File: src/rtl/vga_frame_reader_pkg.sv
// -----------------------------------------------------------------------------
// vga_frame_reader_pkg
// Shared definitions for the VGA frame reader:
//   - default 640x480@60 timing constants (clocks per line, lines per frame)
//   - sync polarity (both syncs active-low)
//   - the control tag carried alongside each pixel through the read pipeline
// No ports; imported by vga_sync_gen and vga_frame_reader.
// -----------------------------------------------------------------------------
package vga_frame_reader_pkg;

   // Counter width large enough for both 800 clocks/line and 525 lines/frame.
   localparam int CNT_W = 10;

   localparam int H_ACT_DEF  = 640;
   localparam int H_FP_DEF   = 16;
   localparam int H_SYNC_DEF = 96;
   localparam int H_BP_DEF   = 48;
   localparam int V_ACT_DEF  = 480;
   localparam int V_FP_DEF   = 10;
   localparam int V_SYNC_DEF = 2;
   localparam int V_BP_DEF   = 33;

   localparam int H_TOTAL_DEF = H_ACT_DEF + H_FP_DEF + H_SYNC_DEF + H_BP_DEF;  // 800
   localparam int V_TOTAL_DEF = V_ACT_DEF + V_FP_DEF + V_SYNC_DEF + V_BP_DEF;  // 525

   // Level driven on hs/vs while inside the sync pulse.
   localparam logic SYNC_ACTIVE = 1'b0;

   // Per-pixel control flags that travel with the read request so they line
   // up with the data returned by the frame buffer.
   typedef struct packed {
      logic hs;
      logic vs;
      logic de;
      logic in_img;
      logic fs;
   } pipe_tag_t;

   localparam pipe_tag_t TAG_IDLE = '{hs: ~SYNC_ACTIVE, vs: ~SYNC_ACTIVE,
                                      de: 1'b0, in_img: 1'b0, fs: 1'b0};

   // Size an integer timing constant to the counter width.
   function automatic logic [CNT_W-1:0] cnt(input int value);
      return CNT_W'(value);
   endfunction

endpackage

File: src/rtl/vga_sync_gen.sv
// -----------------------------------------------------------------------------
// vga_sync_gen
// Horizontal/vertical raster counters and the sync/active decodes derived
// from them. All outputs describe the pixel currently addressed by the
// counters (pipeline stage 0); the caller delays them as needed.
// Ports:
//   clk        in   pixel clock
//   reset      in   asynchronous, active-high
//   h_cnt      out  CNT_W  column, 0..H_TOTAL-1
//   v_cnt      out  CNT_W  line, 0..V_TOTAL-1
//   hs         out  1      horizontal sync (SYNC_ACTIVE during the pulse)
//   vs         out  1      vertical sync (SYNC_ACTIVE during the pulse)
//   de         out  1      inside the visible area
//   line_end   out  1      last column of a line
//   frame_end  out  1      last column of the last line
// -----------------------------------------------------------------------------
module vga_sync_gen
   import vga_frame_reader_pkg::*;
#(
   parameter int H_ACT  = H_ACT_DEF,
   parameter int H_FP   = H_FP_DEF,
   parameter int H_SYNC = H_SYNC_DEF,
   parameter int H_BP   = H_BP_DEF,
   parameter int V_ACT  = V_ACT_DEF,
   parameter int V_FP   = V_FP_DEF,
   parameter int V_SYNC = V_SYNC_DEF,
   parameter int V_BP   = V_BP_DEF
) (
   input  logic             clk,
   input  logic             reset,
   output logic [CNT_W-1:0] h_cnt,
   output logic [CNT_W-1:0] v_cnt,
   output logic             hs,
   output logic             vs,
   output logic             de,
   output logic             line_end,
   output logic             frame_end
);

   localparam logic [CNT_W-1:0] H_LAST     = cnt(H_ACT + H_FP + H_SYNC + H_BP - 1);
   localparam logic [CNT_W-1:0] V_LAST     = cnt(V_ACT + V_FP + V_SYNC + V_BP - 1);
   localparam logic [CNT_W-1:0] H_VIS      = cnt(H_ACT);
   localparam logic [CNT_W-1:0] V_VIS      = cnt(V_ACT);
   localparam logic [CNT_W-1:0] HS_START   = cnt(H_ACT + H_FP);
   localparam logic [CNT_W-1:0] HS_END     = cnt(H_ACT + H_FP + H_SYNC);
   localparam logic [CNT_W-1:0] VS_START   = cnt(V_ACT + V_FP);
   localparam logic [CNT_W-1:0] VS_END     = cnt(V_ACT + V_FP + V_SYNC);
   localparam logic [CNT_W-1:0] CNT_ONE    = cnt(1);

   assign line_end  = (h_cnt == H_LAST);
   assign frame_end = line_end && (v_cnt == V_LAST);

   assign hs = (h_cnt >= HS_START && h_cnt < HS_END) ? SYNC_ACTIVE : ~SYNC_ACTIVE;
   assign vs = (v_cnt >= VS_START && v_cnt < VS_END) ? SYNC_ACTIVE : ~SYNC_ACTIVE;
   assign de = (h_cnt < H_VIS) && (v_cnt < V_VIS);

   // NOTE: clocked state uses non-blocking assignments so every register
   // samples the pre-edge values, independent of statement order.
   always_ff @(posedge clk or posedge reset) begin
      if (reset) begin
         h_cnt <= '0;
         v_cnt <= '0;
      end else if (line_end) begin
         h_cnt <= '0;
         v_cnt <= frame_end ? '0 : v_cnt + CNT_ONE;
      end else begin
         h_cnt <= h_cnt + CNT_ONE;
      end
   end

endmodule

File: src/rtl/vga_frame_reader.sv
// -----------------------------------------------------------------------------
// vga_frame_reader
// Scans a stored IMG_W x IMG_H image out of a dual-port frame buffer and
// shows it, replicated SCALE x SCALE, in the top-left corner of a VGA raster.
// Everything outside the image window, and all blanking, is black.
// Pipeline (3 clocks from counters to pins):
//   S0 counters -> S1 rd_addr register -> S2 buffer returns rd_data
//   -> S3 output registers (rgb, syncs, frame_start).
// Ports:
//   clk          in   pixel clock, shared with the buffer read port
//   reset        in   asynchronous, active-high
//   rd_addr      out  AW    buffer read address
//   rd_data      in   DW    buffer read data, valid 1 clk after rd_addr
//   vga_hs       out  1     hsync, active-low
//   vga_vs       out  1     vsync, active-low
//   vga_r/g/b    out  DW/3  colour channels
//   frame_start  out  1     1-clk pulse with pixel (0,0) on the outputs
// -----------------------------------------------------------------------------
module vga_frame_reader
   import vga_frame_reader_pkg::*;
#(
   parameter int AW     = 15,
   parameter int DW     = 12,
   parameter int IMG_W  = 160,
   parameter int IMG_H  = 120,
   parameter int SCALE  = 4,
   parameter int H_ACT  = H_ACT_DEF,
   parameter int H_FP   = H_FP_DEF,
   parameter int H_SYNC = H_SYNC_DEF,
   parameter int H_BP   = H_BP_DEF,
   parameter int V_ACT  = V_ACT_DEF,
   parameter int V_FP   = V_FP_DEF,
   parameter int V_SYNC = V_SYNC_DEF,
   parameter int V_BP   = V_BP_DEF
) (
   input  logic            clk,
   input  logic            reset,
   output logic [AW-1:0]   rd_addr,
   input  logic [DW-1:0]   rd_data,
   output logic            vga_hs,
   output logic            vga_vs,
   output logic [DW/3-1:0] vga_r,
   output logic [DW/3-1:0] vga_g,
   output logic [DW/3-1:0] vga_b,
   output logic            frame_start
);

   localparam int CW = DW / 3;
   localparam int SH = $clog2(SCALE);

   localparam logic [CNT_W-1:0] WIN_W    = cnt(IMG_W * SCALE);
   localparam logic [CNT_W-1:0] WIN_H    = cnt(IMG_H * SCALE);
   localparam logic [CNT_W-1:0] SC_MASK  = cnt(SCALE - 1);
   localparam logic [CNT_W-1:0] CNT_ONE  = cnt(1);
   localparam logic [AW-1:0]    ROW_STEP = AW'(IMG_W);

   logic [CNT_W-1:0] h_cnt;
   logic [CNT_W-1:0] v_cnt;
   logic [CNT_W-1:0] v_next;
   logic             hs;
   logic             vs;
   logic             de;
   logic             line_end;
   logic             frame_end;
   logic             in_img;
   logic             show;
   logic [AW-1:0]    row_base;
   logic [AW-1:0]    pix_addr;
   pipe_tag_t        tag_s0;
   pipe_tag_t        tag_d1;
   pipe_tag_t        tag_d2;

   vga_sync_gen #(
      .H_ACT  (H_ACT),
      .H_FP   (H_FP),
      .H_SYNC (H_SYNC),
      .H_BP   (H_BP),
      .V_ACT  (V_ACT),
      .V_FP   (V_FP),
      .V_SYNC (V_SYNC),
      .V_BP   (V_BP)
   ) u_sync (
      .clk       (clk),
      .reset     (reset),
      .h_cnt     (h_cnt),
      .v_cnt     (v_cnt),
      .hs        (hs),
      .vs        (vs),
      .de        (de),
      .line_end  (line_end),
      .frame_end (frame_end)
   );

   // Stage-0 decode. The image address is row_base (start of the current
   // stored row) plus the column divided by SCALE, so no multiplier is needed.
   always_comb begin
      // NOTE: every signal gets a default before any condition so this block
      // can never infer a latch.
      in_img   = 1'b0;
      v_next   = '0;
      pix_addr = '0;
      tag_s0   = TAG_IDLE;
      show     = 1'b0;

      in_img        = (h_cnt < WIN_W) && (v_cnt < WIN_H);
      v_next        = v_cnt + CNT_ONE;
      pix_addr      = row_base + AW'(h_cnt >> SH);
      tag_s0.hs     = hs;
      tag_s0.vs     = vs;
      tag_s0.de     = de;
      tag_s0.in_img = in_img;
      tag_s0.fs     = (h_cnt == '0) && (v_cnt == '0);
      show          = tag_d2.in_img && tag_d2.de;
   end

   // Row base steps by one stored row each time SCALE screen lines of the
   // window have been shown; it holds below the window and clears at frame wrap.
   always_ff @(posedge clk or posedge reset) begin
      if (reset) begin
         row_base <= '0;
      end else if (line_end) begin
         if (frame_end) begin
            row_base <= '0;
         end else if (v_next < WIN_H && (v_next & SC_MASK) == '0) begin
            row_base <= row_base + ROW_STEP;
         end
      end
   end

   // S1 issues the read; S2 waits for the buffer's registered data; S3 drives
   // the pins. Outside the window the address parks at 0 and the returned data
   // is discarded, so stale buffer contents never reach the DAC.
   always_ff @(posedge clk or posedge reset) begin
      if (reset) begin
         rd_addr     <= '0;
         tag_d1      <= TAG_IDLE;
         tag_d2      <= TAG_IDLE;
         vga_hs      <= ~SYNC_ACTIVE;
         vga_vs      <= ~SYNC_ACTIVE;
         vga_r       <= '0;
         vga_g       <= '0;
         vga_b       <= '0;
         frame_start <= 1'b0;
      end else begin
         rd_addr     <= in_img ? pix_addr : '0;
         tag_d1      <= tag_s0;
         tag_d2      <= tag_d1;
         vga_hs      <= tag_d2.hs;
         vga_vs      <= tag_d2.vs;
         vga_r       <= show ? rd_data[DW-1 -: CW]   : '0;
         vga_g       <= show ? rd_data[2*CW-1 -: CW] : '0;
         vga_b       <= show ? rd_data[CW-1:0]       : '0;
         frame_start <= tag_d2.fs;
      end
   end

endmodule

File: config.mk
export PLATFORM = sky130hd
export DESIGN_NAME = vga_frame_reader
export DESIGN_NICKNAME = d
export VERILOG_FILES = /design/src/rtl/vga_frame_reader_pkg.sv /design/src/rtl/vga_sync_gen.sv /design/src/rtl/vga_frame_reader.sv
export SDC_FILE = /design/constraint.sdc
export NUM_CORES = 1
export LEC_CHECK = 0
export CAP_MARGIN = 10
export CORE_MARGIN = 3
export CORE_UTILIZATION = 54
export DETAILED_ROUTE_END_ITERATION = 8
export GPL_ROUTABILITY_DRIVEN = 1
export PLACE_DENSITY = 0.85
export SLEW_MARGIN = 10
export SYNTH_ARGS = -nofsm -noshare
export SYNTH_HDL_FRONTEND = slang
export SYNTH_SLANG_ARGS = --single-unit
File: constraint.sdc
create_clock -name clk -period 3.1 [get_ports clk]
set_clock_uncertainty 0.2 [all_clocks]
set_input_delay 0.93 -clock clk [delete_from_list [all_inputs] [get_ports clk]]
set_output_delay 0.93 -clock clk [all_outputs]
set_load 0.05 [all_outputs]
Word level (Yosys, flattened, before mapping)
Cells that the tools add are included.
Word-level totals
  flip-flop bits (word level): 73
  output and inout port bits: 30
Operators by class
  $add $sub $neg: 4
  order comparisons: 7
  eq/ne operators: 2
  multiplexer cells: 10
  reductions and logical operators: 11
Operators with widths (number)
  $mux W15: 3
  $logic_not A10 Y1: 3
  $lt A10 B9 Y1 const B: 3
  $add A10 B1 Y10 const B: 2
  $eq A10 B10 Y1 const B: 2
  $lt A10 B10 Y1 const B: 2
  $mux W10: 2
  $add A15 B8 Y15: 1
  $add A15 B8 Y15 const B: 1
  $mux W4: 3
  $ge A10 B10 Y1 const B: 1
  $ge A10 B9 Y1 const B: 1
  $logic_and A1 B1 Y1: 6
  $mux W1: 2
  $reduce_and A2 Y1: 1
  $reduce_bool A2 Y1: 1

Depth between registers and ports, before layout
  depth after elaboration: 5
  depth in mapped cells: 10

Cells and area by module
From an unflattened synthesis, not the netlist that was laid out.
Unflattened totals
  cell total of the unflattened synthesis: 299
  area, all modules: 3299.4 um2
By module, submodules not included
  vga_frame_reader: times used 1, cells each 190, area each 2200.9 um2
  vga_sync_gen: times used 1, cells each 109, area each 1098.6 um2

Worst setup path before layout
No wires, ideal clock.
  path type: register -> register
  start point: register u_sync.h_cnt[0]
  end point: register row_base[11]
  library setup time: 0.066 ns
  arrival: 1.971 ns
  required time: 2.834 ns
  slack: 0.863 ns
  stages on the path, launching flop included: 10
  buffers on the path: 3
  period minus slack after synthesis: 2.237 ns
  cell sequence: dfrtp_1 ha_1 and3_1 buf_2 and3_1 buf_6 and2_4 buf_6 or4_1 nand2_1
On the way
  longest elaborated chain between the ends: 4
RTL lines
  start: declaration: line vga_sync_gen.sv:31  | output logic [CNT_W-1:0] h_cnt,
  start signal: assignment: line vga_sync_gen.sv:67  | h_cnt <= h_cnt + CNT_ONE;
  $eq A10 B10 Y1 (*): line vga_sync_gen.sv:50  | assign line_end = (h_cnt == H_LAST);
  $logic_and A1 B1 Y1: line vga_sync_gen.sv:51  | assign frame_end = line_end && (v_cnt == V_LAST);
  $reduce_bool A2 Y1 (no source line)
  $reduce_and A2 Y1 (no source line)
  end signal: assignment: line vga_frame_reader.sv:125  | row_base <= row_base + ROW_STEP;
  end: declaration: line vga_frame_reader.sv:67  | logic [AW-1:0] row_base;
Mark *: on every way between the ends. The rest lies on a longest branch, timed or not.
A chain may end at the register's enable or synchronous reset.

Worst setup path in the final report
  start point: register vga_vs
  end point: output vga_vs
RTL lines
  start: declaration: line vga_frame_reader.sv:41  | output logic vga_vs,
  start signal: assignment: line vga_frame_reader.sv:139  | vga_vs <= ~SYNC_ACTIVE;
  start signal: assignment: line vga_frame_reader.sv:149  | vga_vs <= tag_d2.vs;
No word-level cell between the ends.

==> impl_metrics.tcl <==
set metrics [dict create \
    worstSetupStartpointType "flop" \
    stdcell_count 406 \
    yosysMostFrequentCell "dfrtp_1" \
    maxCapViolations 0 \
    arrival_ns 1.66 \
    yosysSeqAreaShare 0.551 \
    syn-mean-instance-area_um2 10.8 \
    hpwl_mm 4.18 \
    cp.required_ns 1.97 \
    cts_hold_buf 0 \
    clk_latency_ns 0.35 \
    rows 26 \
    cp-end-kind "output pin" \
    cts-resized-gates 0 \
    status "complete, no violations" \
    cpMaxStageDelayCell "clkdlybuf4s50_1" \
    gp_congestion 0.798 \
    cts_tree "built" \
    synth_seq_cells 68 \
    synth_flop_cell "dfrtp_1" \
    fp.coreArea_um2 5340 \
    antenna_found_initial 0 \
    tightest_slew_ns 0.563 \
    final_core_util 0.711 \
    cellLeakagePower_nw 1.70 \
    antenna_cells 0 \
    cp_cell_sequence "clkdlybuf4s50_1" \
    slew_headroom 0.621 \
    netlist_instances 288 \
    hold_slack_ns 0.142 \
    max_stage_delay_ns 0.80 \
    die-height_um 81.8 \
    setup_violations 0 \
    postSynth.asyncResetShare 1.00 \
    pin_count 44 \
    critPathTopFamily "buffers and inverters" \
    grt_max_degree 28 \
    design_area_um2 3790 \
    synth_warnings 0 \
    synth_nets 312 \
    post_cts_buffers 0 \
    p_per_area_nw_per_um2 476 \
    maxSlewViolCount 0 \
    synth.distinct_cells 47 \
    layout-drive-gt1-share 0.107 \
    yosysTopAreaCellShare 0.501 \
    cts-buffers-inserted 9 \
    path_max_fanout 1 \
    dp.cells 390 \
    fin_setup_tns_ns 0 \
    globalRoute.totalOverflow 0 \
    fin_ws_ns 0.308 \
    dr.pass1.iters 5 \
    clockBufferDepth 2 \
    peakVddDrop_uv 295 \
    clk_pin_slew_ns 0.07 \
    synth-edff-count 0 \
    start_util 0.581 \
    vias 2228 \
    synth_common_cells "dfrtp_1, nor2_1, nand2_1, and2_1, o21ai_0" \
    clock_sinks 68 \
    wl_mm 5.90 \
    preCtsSetupSlack_ns 0.676 \
    areaGrowthSynthToFinish_pct 22.3 \
    hold_viol 0 \
    portBuffers 43 \
    avgViaCountPerCell 5.49 \
    netlist_top_cells_area "dfrtp_1, dfstp_2, and2_1" \
    fmax_mhz 358 \
    ctsHtreeMaxLevel 3 \
    grt_util_all_layers 0.195 \
    antenna_left 0 \
    cts-root-buf "clkbuf_8" \
    fp.dieW_um 81.8 \
    yosysTopAreaCell "dfrtp_1" \
    rsz0062_at_grt "no" \
    netlist_area_um2 3100 \
    wl_per_cell_um 14.5 \
    grt_pass1_vias 2162 \
    power_mw 1.80 \
    grt_pass1_wl_mm 9.74 \
    drt-initial-drc-count 113 \
    finalCriticalPeriod_ns 2.79 \
    crit_buf_inv 1 \
    placed_cell_area_um2 3570 \
    hold_class "reg2reg" \
    nNetsFinal 355 \
    crit_type "reg2out" \
    fin_crit_sh 0.901 \
    fp.dieArea_um2 6680 \
    route.detailed.drc 0 \
]
[cell usage in the layout (no fill, tap or decap), drive strengths merged, types with 3 or more instances in the layout]
cell type      instances
or3                    4
buf                    4
clkinv                 4
clkbuf                10
nor2b                  5
inv                    9
clkdlybuf4s50         43
xnor2                 10
o21ai                 18
nand3                 14
and2                  21
xor2                  12
nor2                  22
a21o                   3
a21oi                  9
nor3                   4
nand4                  3
o31ai                  3
and4                   5
and3                   6
dfrtp                 62
dfstp                  6
nand2                 22
ha                    10
[power breakdown]
part | total, mW | internal (mW) | switching (mW) | leakage [nW]
Clock | 0.813 | 0.474 | 0.339 | 0.116
Combinational | 0.0940 | 0.0371 | 0.0569 | 0.723
Sequential | 0.897 | 0.896 | 0.00196 | 0.864
Total | 1.80 | 1.41 | 0.398 | 1.70
[per-layer routing]
| metal | share of wire | vias to the layer above | GRT usage |
|---|---|---|---|
| met3 | 0.064 | 19 | 0.0471 |
| met4 | 0.024 | 0 | 0.120 |
| met5 | 0 | - | 0 |
| li1 | - | 1071 | - |
| met1 | 0.44 | 1070 | 0.240 |
| met2 | 0.47 | 68 | 0.309 |
[sequential cells by signal, indices dropped and copies added (netlist names)]
signal	count
frame_start	1
rd_addr	15
row_base	10
tag_d1	4
tag_d2	4
u_sync.h_cnt	10
u_sync.v_cnt	10
vga_b	4
vga_g	4
vga_hs	1
vga_r	4
vga_vs	1
[worst paths after layout]
check	startpoint	endpoint	slack [ns]	depth (start not counted)
max	vga_vs$_DFF_PP1_	vga_vs	0.31	1
min reg2reg	tag_d2[0]$_DFF_PP0_	frame_start$_DFF_PP0_	0.14	0
min in group asynchronous	reset	rd_addr[8]$_DFF_PP0_	0.66	2
max in group asynchronous	reset	tag_d2[3]$_DFF_PP1_	1.44	3
max reg2reg	u_sync.v_cnt[1]$_DFFE_PP0N_	row_base[13]$_DFFE_PP0P_	0.66	8
min	tag_d2[0]$_DFF_PP0_	frame_start$_DFF_PP0_	0.14	0
[logic make-up after synthesis]
logic type | count (synthesis) | share of synthesized area
adder cells (fa/ha/maj) | 10 | 0.0404
XOR/XNOR | 22 | 0.0622
other | 1 | 0.00121
AO/OA/AOI/OAI | 44 | 0.0896
buffers and inverters | 24 | 0.0412
AND/OR/NAND/NOR | 118 | 0.211
multiplexers | 1 | 0.00323
flip-flops | 68 | 0.551
[area by class of cell]
cell class                 count  area (um^2)
fill                         358         1540
clock inverter                 6         87.6
clock buffer                  10          138
timing repair buffer          47          473
inverter                       9         33.8
tap                           70         87.6
sequential                    68         1710
multi-input combinational    196         1260
(Power assumes the default switching activity.)
